--- src/rtl/apb_timer_mc.sv ---
// apb_timer_mc - multi-channel APB3 timer peripheral with built-in register file.
//
// Each of NUM_CH channels owns a prescaler, an up-counter, a compare value,
// an auto-reload/one-shot mode bit and a sticky expiry flag. A per-channel
// irq is raised while the flag is set and the channel's IRQ_EN bit is set.
//
// Register map (byte addresses, PADDR[1:0] ignored), channel ch at ch*0x10:
//   +0x0 CTRL   [0] EN, [1] AUTO_RELOAD, [8+:PRE_WIDTH] PRESCALE   RW
//   +0x4 COUNT  [CNT_WIDTH-1:0]                                    RW
//   +0x8 CMP    [CNT_WIDTH-1:0]                                    RW
//   +0xC STATUS [0] expired                                        RW1C
//   0x100 IRQ_EN   [NUM_CH-1:0]                                    RW
//   0x104 IRQ_PEND [NUM_CH-1:0] (= irq_o)                          RO
//
// Build option: define APB_TIMER_PSLVERR_EN to answer unmapped accesses and
// writes to IRQ_PEND with PSLVERR; otherwise PSLVERR is tied low.
//
// Ports:
//   HCLK, HRESET        clock, asynchronous active-high reset
//   PADDR/PWDATA/PWRITE APB request
//   PSEL/PENABLE        APB setup/access phase qualifiers
//   PRDATA              read data (0 outside a read access phase)
//   PREADY              always 1 (zero wait states)
//   PSLVERR             error response
//   irq_o               per-channel interrupt level
//   irq_any_o           OR of irq_o
module apb_timer_mc #(
  parameter int unsigned APB_ADDR_WIDTH = 9,
  parameter int unsigned NUM_CH         = 4,
  parameter int unsigned CNT_WIDTH      = 32,
  parameter int unsigned PRE_WIDTH      = 12
) (
  input  logic                      HCLK,
  input  logic                      HRESET,
  input  logic [APB_ADDR_WIDTH-1:0] PADDR,
  input  logic [31:0]               PWDATA,
  input  logic                      PWRITE,
  input  logic                      PSEL,
  input  logic                      PENABLE,
  output logic [31:0]               PRDATA,
  output logic                      PREADY,
  output logic                      PSLVERR,
  output logic [NUM_CH-1:0]         irq_o,
  output logic                      irq_any_o
);

  // Address decode
  logic        access;
  logic        wr;
  logic [31:0] addr;
  logic        upper;
  logic [3:0]  chn;
  logic [1:0]  off;
  logic        sel_irq_en;
  logic        sel_irq_pend;

  assign access       = PSEL && PENABLE;
  assign wr           = access && PWRITE;
  assign addr         = 32'(PADDR);
  assign upper        = |addr[31:8];
  assign chn          = addr[7:4];
  assign off          = addr[3:2];
  assign sel_irq_en   = (addr[31:2] == 30'h40);
  assign sel_irq_pend = (addr[31:2] == 30'h41);

  // Channel state
  logic [NUM_CH-1:0]    en;
  logic [NUM_CH-1:0]    auto_reload;
  logic [NUM_CH-1:0]    expired;
  logic [NUM_CH-1:0]    irq_en;
  logic [PRE_WIDTH-1:0] prescale [NUM_CH];
  logic [PRE_WIDTH-1:0] pcnt     [NUM_CH];
  logic [CNT_WIDTH-1:0] count    [NUM_CH];
  logic [CNT_WIDTH-1:0] cmp      [NUM_CH];

  // Per-channel strobes
  logic [NUM_CH-1:0] wr_ctrl;
  logic [NUM_CH-1:0] wr_count;
  logic [NUM_CH-1:0] wr_cmp;
  logic [NUM_CH-1:0] wr_status;
  logic [NUM_CH-1:0] kill;
  logic [NUM_CH-1:0] tick;
  logic [NUM_CH-1:0] fire;
  logic [NUM_CH-1:0] step_cnt;

  // Collision priorities are folded into the strobes: a CTRL write that
  // clears EN suppresses the tick, and a COUNT write suppresses both the
  // increment and the compare on that edge.
  always_comb begin
    wr_ctrl   = '0;
    wr_count  = '0;
    wr_cmp    = '0;
    wr_status = '0;
    kill      = '0;
    tick      = '0;
    fire      = '0;
    step_cnt  = '0;
    for (int unsigned i = 0; i < NUM_CH; i++) begin
      if (wr && !upper && (chn == 4'(i))) begin
        wr_ctrl[i]   = (off == 2'd0);
        wr_count[i]  = (off == 2'd1);
        wr_cmp[i]    = (off == 2'd2);
        wr_status[i] = (off == 2'd3);
      end
      kill[i]     = wr_ctrl[i] && !PWDATA[0];
      tick[i]     = en[i] && (pcnt[i] == prescale[i]) && !kill[i];
      fire[i]     = tick[i] && !wr_count[i] && (count[i] == cmp[i]);
      step_cnt[i] = tick[i] && !wr_count[i] && (count[i] != cmp[i]);
    end
  end

  always_ff @(posedge HCLK or posedge HRESET) begin
    if (HRESET) begin
      en          <= '0;
      auto_reload <= '0;
      expired     <= '0;
      irq_en      <= '0;
      for (int unsigned i = 0; i < NUM_CH; i++) begin
        prescale[i] <= '0;
        pcnt[i]     <= '0;
        count[i]    <= '0;
        cmp[i]      <= '0;
      end
    end else begin
      if (wr && sel_irq_en) begin
        irq_en <= PWDATA[NUM_CH-1:0];
      end
      for (int unsigned i = 0; i < NUM_CH; i++) begin
        if (!en[i] || kill[i] || (pcnt[i] == prescale[i])) begin
          pcnt[i] <= '0;
        end else begin
          pcnt[i] <= pcnt[i] + PRE_WIDTH'(1);
        end

        // A CTRL write overrides the one-shot self-disable on the same edge.
        if (wr_ctrl[i]) begin
          en[i]          <= PWDATA[0];
          auto_reload[i] <= PWDATA[1];
          prescale[i]    <= PWDATA[8 +: PRE_WIDTH];
        end else if (fire[i] && !auto_reload[i]) begin
          en[i] <= 1'b0;
        end

        if (wr_count[i]) begin
          count[i] <= PWDATA[CNT_WIDTH-1:0];
        end else if (step_cnt[i]) begin
          count[i] <= count[i] + CNT_WIDTH'(1);
        end else if (fire[i] && auto_reload[i]) begin
          count[i] <= '0;
        end

        if (wr_cmp[i]) begin
          cmp[i] <= PWDATA[CNT_WIDTH-1:0];
        end

        // Hardware set beats a same-edge write-1-to-clear.
        if (fire[i]) begin
          expired[i] <= 1'b1;
        end else if (wr_status[i] && PWDATA[0]) begin
          expired[i] <= 1'b0;
        end
      end
    end
  end

  assign irq_o     = expired & irq_en;
  assign irq_any_o = |irq_o;
  assign PREADY    = 1'b1;

  // Read mux; unmapped or non-read cycles return 0.
  logic [31:0] rdata;

  always_comb begin
    rdata = '0;
    if (access && !PWRITE) begin
      if (sel_irq_en) begin
        rdata[NUM_CH-1:0] = irq_en;
      end else if (sel_irq_pend) begin
        rdata[NUM_CH-1:0] = irq_o;
      end else if (!upper) begin
        for (int unsigned i = 0; i < NUM_CH; i++) begin
          if (chn == 4'(i)) begin
            case (off)
              2'd0: begin
                rdata[0]              = en[i];
                rdata[1]              = auto_reload[i];
                rdata[8 +: PRE_WIDTH] = prescale[i];
              end
              2'd1:    rdata[CNT_WIDTH-1:0] = count[i];
              2'd2:    rdata[CNT_WIDTH-1:0] = cmp[i];
              default: rdata[0]             = expired[i];
            endcase
          end
        end
      end
    end
  end

  assign PRDATA = rdata;

`ifdef APB_TIMER_PSLVERR_EN
  logic ch_mapped;
  logic mapped;

  assign ch_mapped = (32'(chn) < NUM_CH);
  assign mapped    = upper ? (sel_irq_en || sel_irq_pend) : ch_mapped;
  assign PSLVERR   = access && (!mapped || (PWRITE && sel_irq_pend));
`else
  assign PSLVERR = 1'b0;
`endif

  logic unused_bits;
  assign unused_bits = ^{addr[1:0], PWDATA};

endmodule

--- config.mk ---
export PLATFORM = sky130hd
export DESIGN_NAME = apb_timer_mc
export DESIGN_NICKNAME = d
export VERILOG_FILES = /design/src/rtl/apb_timer_mc.sv
export SDC_FILE = /design/constraint.sdc
export NUM_CORES = 1
export LEC_CHECK = 0
export BUFFER_PORTS_ARGS = -buffer_cell sky130_fd_sc_hd__buf_4
export CAP_MARGIN = 20
export CORE_MARGIN = 8
export CORE_UTILIZATION = 60
export DETAILED_ROUTE_END_ITERATION = 10
export GPL_TIMING_DRIVEN = 0
export HOLD_SLACK_MARGIN = 0.06
export MAX_ROUTING_LAYER = met4
export PLACE_DENSITY = 0.78
export SYNTH_ARGS = -nofsm -noshare
export SYNTH_HDL_FRONTEND = slang
export SYNTH_SLANG_ARGS = --single-unit
--- constraint.sdc ---
create_clock -name HCLK -period 45 [get_ports HCLK]
set_input_delay 13.5 -clock HCLK [delete_from_list [all_inputs] [get_ports HCLK]]
set_output_delay 13.5 -clock HCLK [all_outputs]
set_load 0.02 [all_outputs]
==> impl_metrics.csv, run 1 <==
group,metric,value,unit
status,status,"complete, no violations",
synthesis,syn_area,0.02171,mm^2
worst_hold_path,hp-class,"reg2reg",
timing,relSlewSlack,0.09550,
global_routing,grt_pass1_vias,19503,
cts,cts_tree,"done",
detailed_routing,drc,0,
setup_path,max_stage_delay,0.76,ns
setup_path,regToRegStartpoint,"count[86]$_DFFE_PP0P_",
detailed_routing,drt_wl_total,88650,um
place,gp_congestion,1.088,
synthesis,synth_fp_nets,2321,
timing,setup_viol,0,
synthesis,synth-simple-area-share,0.1703,
global_routing,grt_pass1_wl,128400,um
cts,cts_buffers,42,
power_and_ir_drop,pwr-share-seq,0.435,
synthesis,synth_top_family_by_area,"simple AND/OR/NAND/NOR gates",
power_and_ir_drop,p_sw,238.7,uW
final_layout,drive_gt1_frac,0.1754,
timing,rsz0062_at_grt,"false",
timing,hold_violations,0,
synthesis,yosysWarnings,0,
synthesis,synth_top_area_cell,"dfrtp_1",
synthesis,async_flop_share,1.000,
floorplan,die_y,206.2,um
worst_hold_path,whs_endpoint,"cmp[64]$_DFFE_PP0P_",
floorplan,io_pins,85,
global_routing,gr-usage-all-layers,0.4243,
cts,clk_latency,0.60,ns
cts,htree_levels,2,
setup_path,cp.arrival,17.00,ns
timing,finalCritPeriodShare,0.6779,
detailed_routing,first_pass_iters,6,
cts,postCtsSetupBuffers,0,
cts,clock_sinks,368,
setup_path,rr_worst_depth,8,
final_layout,final-seq-area,0.009209,mm^2
synthesis,synthTopCellsByArea,"dfrtp_1 (42%), mux2_2 (9.3%), xor2_1 (5.9%)",
final_layout,final_cells,2882,
flow_run,max_cap_violations,0,
setup_path,cpMostUsedCell,"clkbuf_1",
floorplan,dieArea,0.04253,mm^2
detailed_routing,initialDrtViolationCount,2669,
power_and_ir_drop,p_leak,11.00,nW
global_routing,antenna_found_initial,6,
power_and_ir_drop,p_comb_frac,0.123,
place,placedCellCount,2803,
power_and_ir_drop,p_int,596.6,uW
timing,setup_tns,0,ns
final_layout,syn2layout_area_growth,12.67,%
setup_path,cp-start-kind,"input port",
synthesis,synth_common_cells,"dfrtp_1 (368), nand2_1 (216), mux2_2 (179)",
setup_path,worstPathRequired,31.50,ns
synthesis,synth-seq-cells,368,
timing,slew_violations,0,
cts,ctsHoldBuffers,0,
timing,worst_pin_slew,1.357,ns
setup_path,end_kind,"primary output",
power_and_ir_drop,power.density,34.15,mW/mm^2
global_routing,grt_max_degree,121,
global_routing,grt-ovfl-total,0,
synthesis,synth_compound_gate_area_share,0.1620,
detailed_routing,vias,20667,
power_and_ir_drop,switching_share,0.2858,
worst_hold_path,holdCritStartpoint,"cmp[64]$_DFFE_PP0P_",
floorplan,start_util,0.6104,
power_and_ir_drop,p_clk_frac,0.442,
place,port_buffers,76,
synthesis,yosys.cell_count.top_type,"dfrtp_1",
setup_path,cp_max_fo,10,
synthesis,synthMuxAreaShare,0.09514,
place,hpwl,64710,um
setup_path,slowest_stage,"clkbuf_1",
final_layout,multi_input_area,0.01159,mm^2
timing,fin_skew,0.02915,ns
synthesis,syn_area_per_cell,9.599,um^2
detailed_routing,wire_per_inst,30.76,um
worst_hold_path,min_path_cells,2,
synthesis,synth_top_area_frac,0.4241,
synthesis,synth_enable_flop_cells,0,
floorplan,rows,69,
setup_path,criticalPathCategory,"in2out",
synthesis,yosysSeqAreaShare,0.4241,
detailed_routing,vias_per_cell,7.171,
timing,max_freq,32.78,MHz
synthesis,synth_fa_ha_area_frac,0.007492,
floorplan,die_w,206.2,um
synthesis,yosys_most_used_dff,"dfrtp_1",
timing,period_needed,30.50,ns
cts,cts_buffer_depth,3,
power_and_ir_drop,total_power,835.4,uW
final_layout,fillers,2727,
setup_path,reg2reg_setup_slack,41.61,ns
floorplan,coreArea,0.03557,mm^2
setup_path,worstPathCellList,"buf_4, inv_1, ha_1, clkbuf_1, clkbuf_1, clkbuf_1, buf_1, nand2_1, nand3_1, o2111a_1, buf_4",
cts,cts_resized,0,
synthesis,syn_inst,2262,
synthesis,synthXorXnorAreaFrac,0.09843,
cts,path_clk_slew,0.06,ns
final_layout,fin_util,0.6877,
cts,cts_root_buffer,"clkbuf_16",
synthesis,synthDistinctLibCells,88,
final_layout,num-nets-final,2447,
detailed_routing,antenna_left,0,
setup_path,r2r_end,"count[94]$_DFFE_PP0P_",
timing,whs,0.5419,ns
power_and_ir_drop,vdd_drop_max,0.06243,mV
layout make-up:
type,instances,share of cell area
diodes,3,0.0003069
well taps,461,0.02358
multi-input cells,1675,0.4738
clock inverters,12,0.007775
clock buffers,62,0.05222
inverters,38,0.006138
plain buffers,181,0.03151
flip-flops and latches,368,0.3765
repair buffers,82,0.02823
registers in the layout (all words and copies together) (netlist names):
name	flops
cmp	128
expired	4
prescale	48
auto_reload	4
en	4
count	128
irq_en	4
pcnt	48
cell families (layout without fill, tap and decap cells):
| family | count (synthesis) | after routing |
|---|---|---|
| fa+ha+maj | 13 | 13 |
| simple gates | 747 | 747 |
| xor+xnor | 244 | 244 |
| flops | 368 | 368 |
| other cells | 2 | 5 |
| buf+inv | 219 | 375 |
| compound gates | 485 | 485 |
| mux | 184 | 184 |
power groups by stage:
| stage | Combinational [mW] | Sequential, mW | Clock (mW) |
|---|---|---|---|
| 2_1_floorplan | 0.0591 | 0.360 | 0 |
| 3_3_place_gp | 0.0953 | 0.367 | 0 |
| 6_report | 0.103 | 0.364 | 0.369 |
| 4_1_cts | 0.0989 | 0.362 | 0.366 |
| 5_1_grt | 0.107 | 0.364 | 0.380 |
| 3_5_place_dp | 0.0983 | 0.368 | 0 |
how the worst max path moves through the flow:
| stage | from | to | slack [ns] | depth (start not counted) |
|---|---|---|---|---|
| 2_1_floorplan | PADDR[3] | PRDATA[1] | 15.98 | 8 |
| 3_3_place_gp | PADDR[3] | PRDATA[19] | 14.71 | 11 |
| 3_5_place_dp | PADDR[3] | PRDATA[19] | 14.69 | 11 |
| 4_1_cts | PADDR[3] | PRDATA[19] | 14.68 | 11 |
| 5_1_grt | PADDR[3] | PRDATA[19] | 14.55 | 11 |
| 6_report | PADDR[3] | PRDATA[19] | 14.50 | 11 |
layer usage:
metal	track usage	routed length, um	up-vias
met1	0.5341	32630	10133
li1	-	-	8568
met5	-	0	-
met3	0.1088	11410	360
met4	0.2532	6546	0
met2	0.6120	38070	1606
metrics by stage:
step,instance area [um^2],worst slack [ns]
2_1_floorplan,21710,15.98
3_3_place_gp,22860,14.71
3_5_place_dp,22960,14.69
4_1_cts,24430,14.68
5_1_grt,24460,14.55
6_report,24460,14.50
layout by cell type, fill, tap and decap left out, drive strengths merged, types with 10 or more instances in the layout:
master / count
dfrtp: 368
nand2: 217
mux2: 179
clkbuf: 179
nor2: 159
xor2: 147
buf: 146
nand3: 104
xnor2: 97
a22oi: 91
o21ai: 82
a21oi: 63
nand4: 55
o211ai: 46
nor4: 46
nor3: 41
and3: 39
inv: 39
a222oi: 34
o22ai: 25
o311ai: 24
a221oi: 19
or3: 16
a221o: 15
a31oi: 13
ha: 13
or2: 12
a2bb2oi: 11
and2: 10
or4: 10
critical path: cells and delay by family:
kind	cells	cell delay, ns
buffers and inverters	7	2.68
and+or+nand+nor	2	0.36
AOI/OAI and AO/OA	1	0.26
adders and majority gates	1	0.18
No activity file was read; power rests on OpenSTA's default activity.
==> inputs of run 2 (changes only) <==
- CORE_UTILIZATION: 60 -> 57
- PLACE_DENSITY: 0.78 -> 0.77
- clock period: 45 -> 27.9 ns (I/O delays scaled with it)
==> impl_metrics.csv, run 2 (synthesis gave the netlist of run 1 again) <==
group,metric,value,unit
status,status,"complete, no violations",
detailed_routing,drt_wl_total,90200,um
floorplan,die_y,211.2,um
timing,fin_skew,0.02712,ns
global_routing,grt_max_degree,112,
power_and_ir_drop,switching_share,0.2863,
setup_path,criticalPathCategory,"in2out",
final_layout,drive_gt1_frac,0.1772,
final_layout,num-nets-final,2453,
cts,path_clk_slew,0.06,ns
floorplan,dieArea,0.04459,mm^2
global_routing,gr-usage-all-layers,0.4110,
timing,setup_viol,0,
detailed_routing,initialDrtViolationCount,2805,
detailed_routing,antenna_left,0,
detailed_routing,vias,20568,
timing,period_needed,20.14,ns
setup_path,worstPathCellList,"buf_4, inv_1, ha_1, clkbuf_1, clkbuf_1, clkbuf_1, a22oi_1, o22ai_1, nor3_1, nor3_1, buf_4",
timing,finalCritPeriodShare,0.7219,
floorplan,rows,71,
power_and_ir_drop,p_sw,383.9,uW
power_and_ir_drop,power.density,54.55,mW/mm^2
final_layout,layout_commonest_cell,"dfrtp_1",
setup_path,max_stage_delay,0.61,ns
final_layout,final_cell_mix,"dfrtp_1 (368), nand2_1 (216), mux2_2 (179)",
cts,clk_latency,0.58,ns
power_and_ir_drop,pwr-share-seq,0.438,
floorplan,coreArea,0.03758,mm^2
detailed_routing,drc,0,
final_layout,largestRegisters,"cmp: 128 flops, count: 128 flops",
global_routing,grt-ovfl-total,0,
detailed_routing,vias_per_cell,6.998,
place,gp_congestion,1.136,
global_routing,antenna_found_initial,5,
detailed_routing,first_pass_iters,10,
cts,cts_buffer_depth,3,
setup_path,cp-start-kind,"input port",
global_routing,grt_pass1_wl,130600,um
detailed_routing,wire_per_inst,30.69,um
setup_path,worstPathRequired,19.53,ns
cts,cts_tree,"done",
flow_run,max_cap_violations,0,
timing,setup_tns,0,ns
power_and_ir_drop,p_clk_frac,0.437,
power_and_ir_drop,p_int,957.2,uW
cts,clock_sinks,368,
floorplan,die_w,211.2,um
setup_path,end_kind,"primary output",
timing,max_freq,49.65,MHz
cts,htree_levels,2,
timing,worst_pin_slew,1.249,ns
setup_path,cp.arrival,11.77,ns
setup_path,cp_max_fo,10,
power_and_ir_drop,p_leak,11.03,nW
cts,cts_buffers,42,
setup_path,cpMostUsedCell,"clkbuf_1",
place,port_buffers,76,
cts,cts_root_buffer,"clkbuf_16",
place,hpwl,65630,um
power_and_ir_drop,p_comb_frac,0.125,
cts,postCtsSetupBuffers,0,
cts,cts_resized,0,
timing,rsz0062_at_grt,"false",
worst_hold_path,hp-class,"reg2reg",
timing,slew_violations,0,
timing,relSlewSlack,0.1673,
power_and_ir_drop,vdd_drop_max,0.05579,mV
final_layout,syn2layout_area_growth,13.22,%
cts,ctsHoldBuffers,0,
floorplan,io_pins,85,
timing,hold_violations,0,
floorplan,start_util,0.5778,
global_routing,grt_pass1_vias,19654,
setup_path,slowest_stage,"clkbuf_1",
timing,whs,0.5261,ns
run 2: worst max-delay path, delay by kind of cell:
kind	cells	cell delay, ns
simple gates	2	0.55
compound gates	2	0.68
fa+ha+maj	1	0.19
buf+inv	6	1.97
run 2: layout make-up:
cell class | count | area [um^2]
Multi-Input combinational cell | 1675 | 11590
Clock buffer | 55 | 1201
Tap cell | 511 | 639.4
Sequential cell | 368 | 9209
Antenna cell | 7 | 17.52
Buffer | 181 | 770.7
Inverter | 38 | 150.1
Timing Repair Buffer | 88 | 788.3
Clock inverter | 16 | 216.5
Fill cell | 3044 | 13000
run 2: routing by layer:
| metal | vias up | share of wire | track usage |
|---|---|---|---|
| met5 | - | 0 | - |
| met4 | 0 | 0.077 | 0.2840 |
| met3 | 352 | 0.14 | 0.1193 |
| met2 | 1522 | 0.41 | 0.5600 |
| met1 | 10099 | 0.37 | 0.5203 |
| li1 | 8595 | - | - |
run 2: through the flow:
| stage | util | power [mW] | cells | worst slack (ns) | area, um^2 |
|---|---|---|---|---|---|
| after detailed placement | 0.6148 | 0.7538 | 2858 | 7.989 | 23100 |
| after global placement | 0.6100 | 0.7477 | 2849 | 5.098 | 22920 |
| after CTS | 0.6525 | 1.332 | 2929 | 7.991 | 24520 |
| final | 0.6542 | 1.341 | 2939 | 7.758 | 24580 |
| after global routing | 0.6539 | 1.369 | 2935 | 7.705 | 24570 |
| after floorplan | - | 0.6768 | 2262 | 9.135 | 21710 |
run 2: worst paths after layout:
check	startpoint	to	slack [ns]	cells after the start
setup / recovery	PADDR[3]	PRDATA[21]	7.76	11
hold / removal	irq_en[0]$_DFFE_PP0P_	irq_en[0]$_DFFE_PP0P_	0.53	1
setup reg to reg	count[64]$_DFFE_PP0P_	count[94]$_DFFE_PP0P_	24.83	8
hold reg to reg	irq_en[0]$_DFFE_PP0P_	irq_en[0]$_DFFE_PP0P_	0.53	1
max in group asynchronous	HRESET	count[122]$_DFFE_PP0P_	18.59	4
min in group asynchronous	HRESET	pcnt[10]$_DFF_PP0_	7.86	2
run 2: power by group through the flow:
stage          combinational [mW]  sequential (mW)  clock, mW
2_1_floorplan              0.0954            0.581          0
3_3_place_gp                0.154            0.594          0
3_5_place_dp                0.160            0.594          0
4_1_cts                     0.161            0.585      0.586
5_1_grt                     0.175            0.588      0.605
6_report                    0.168            0.587      0.586
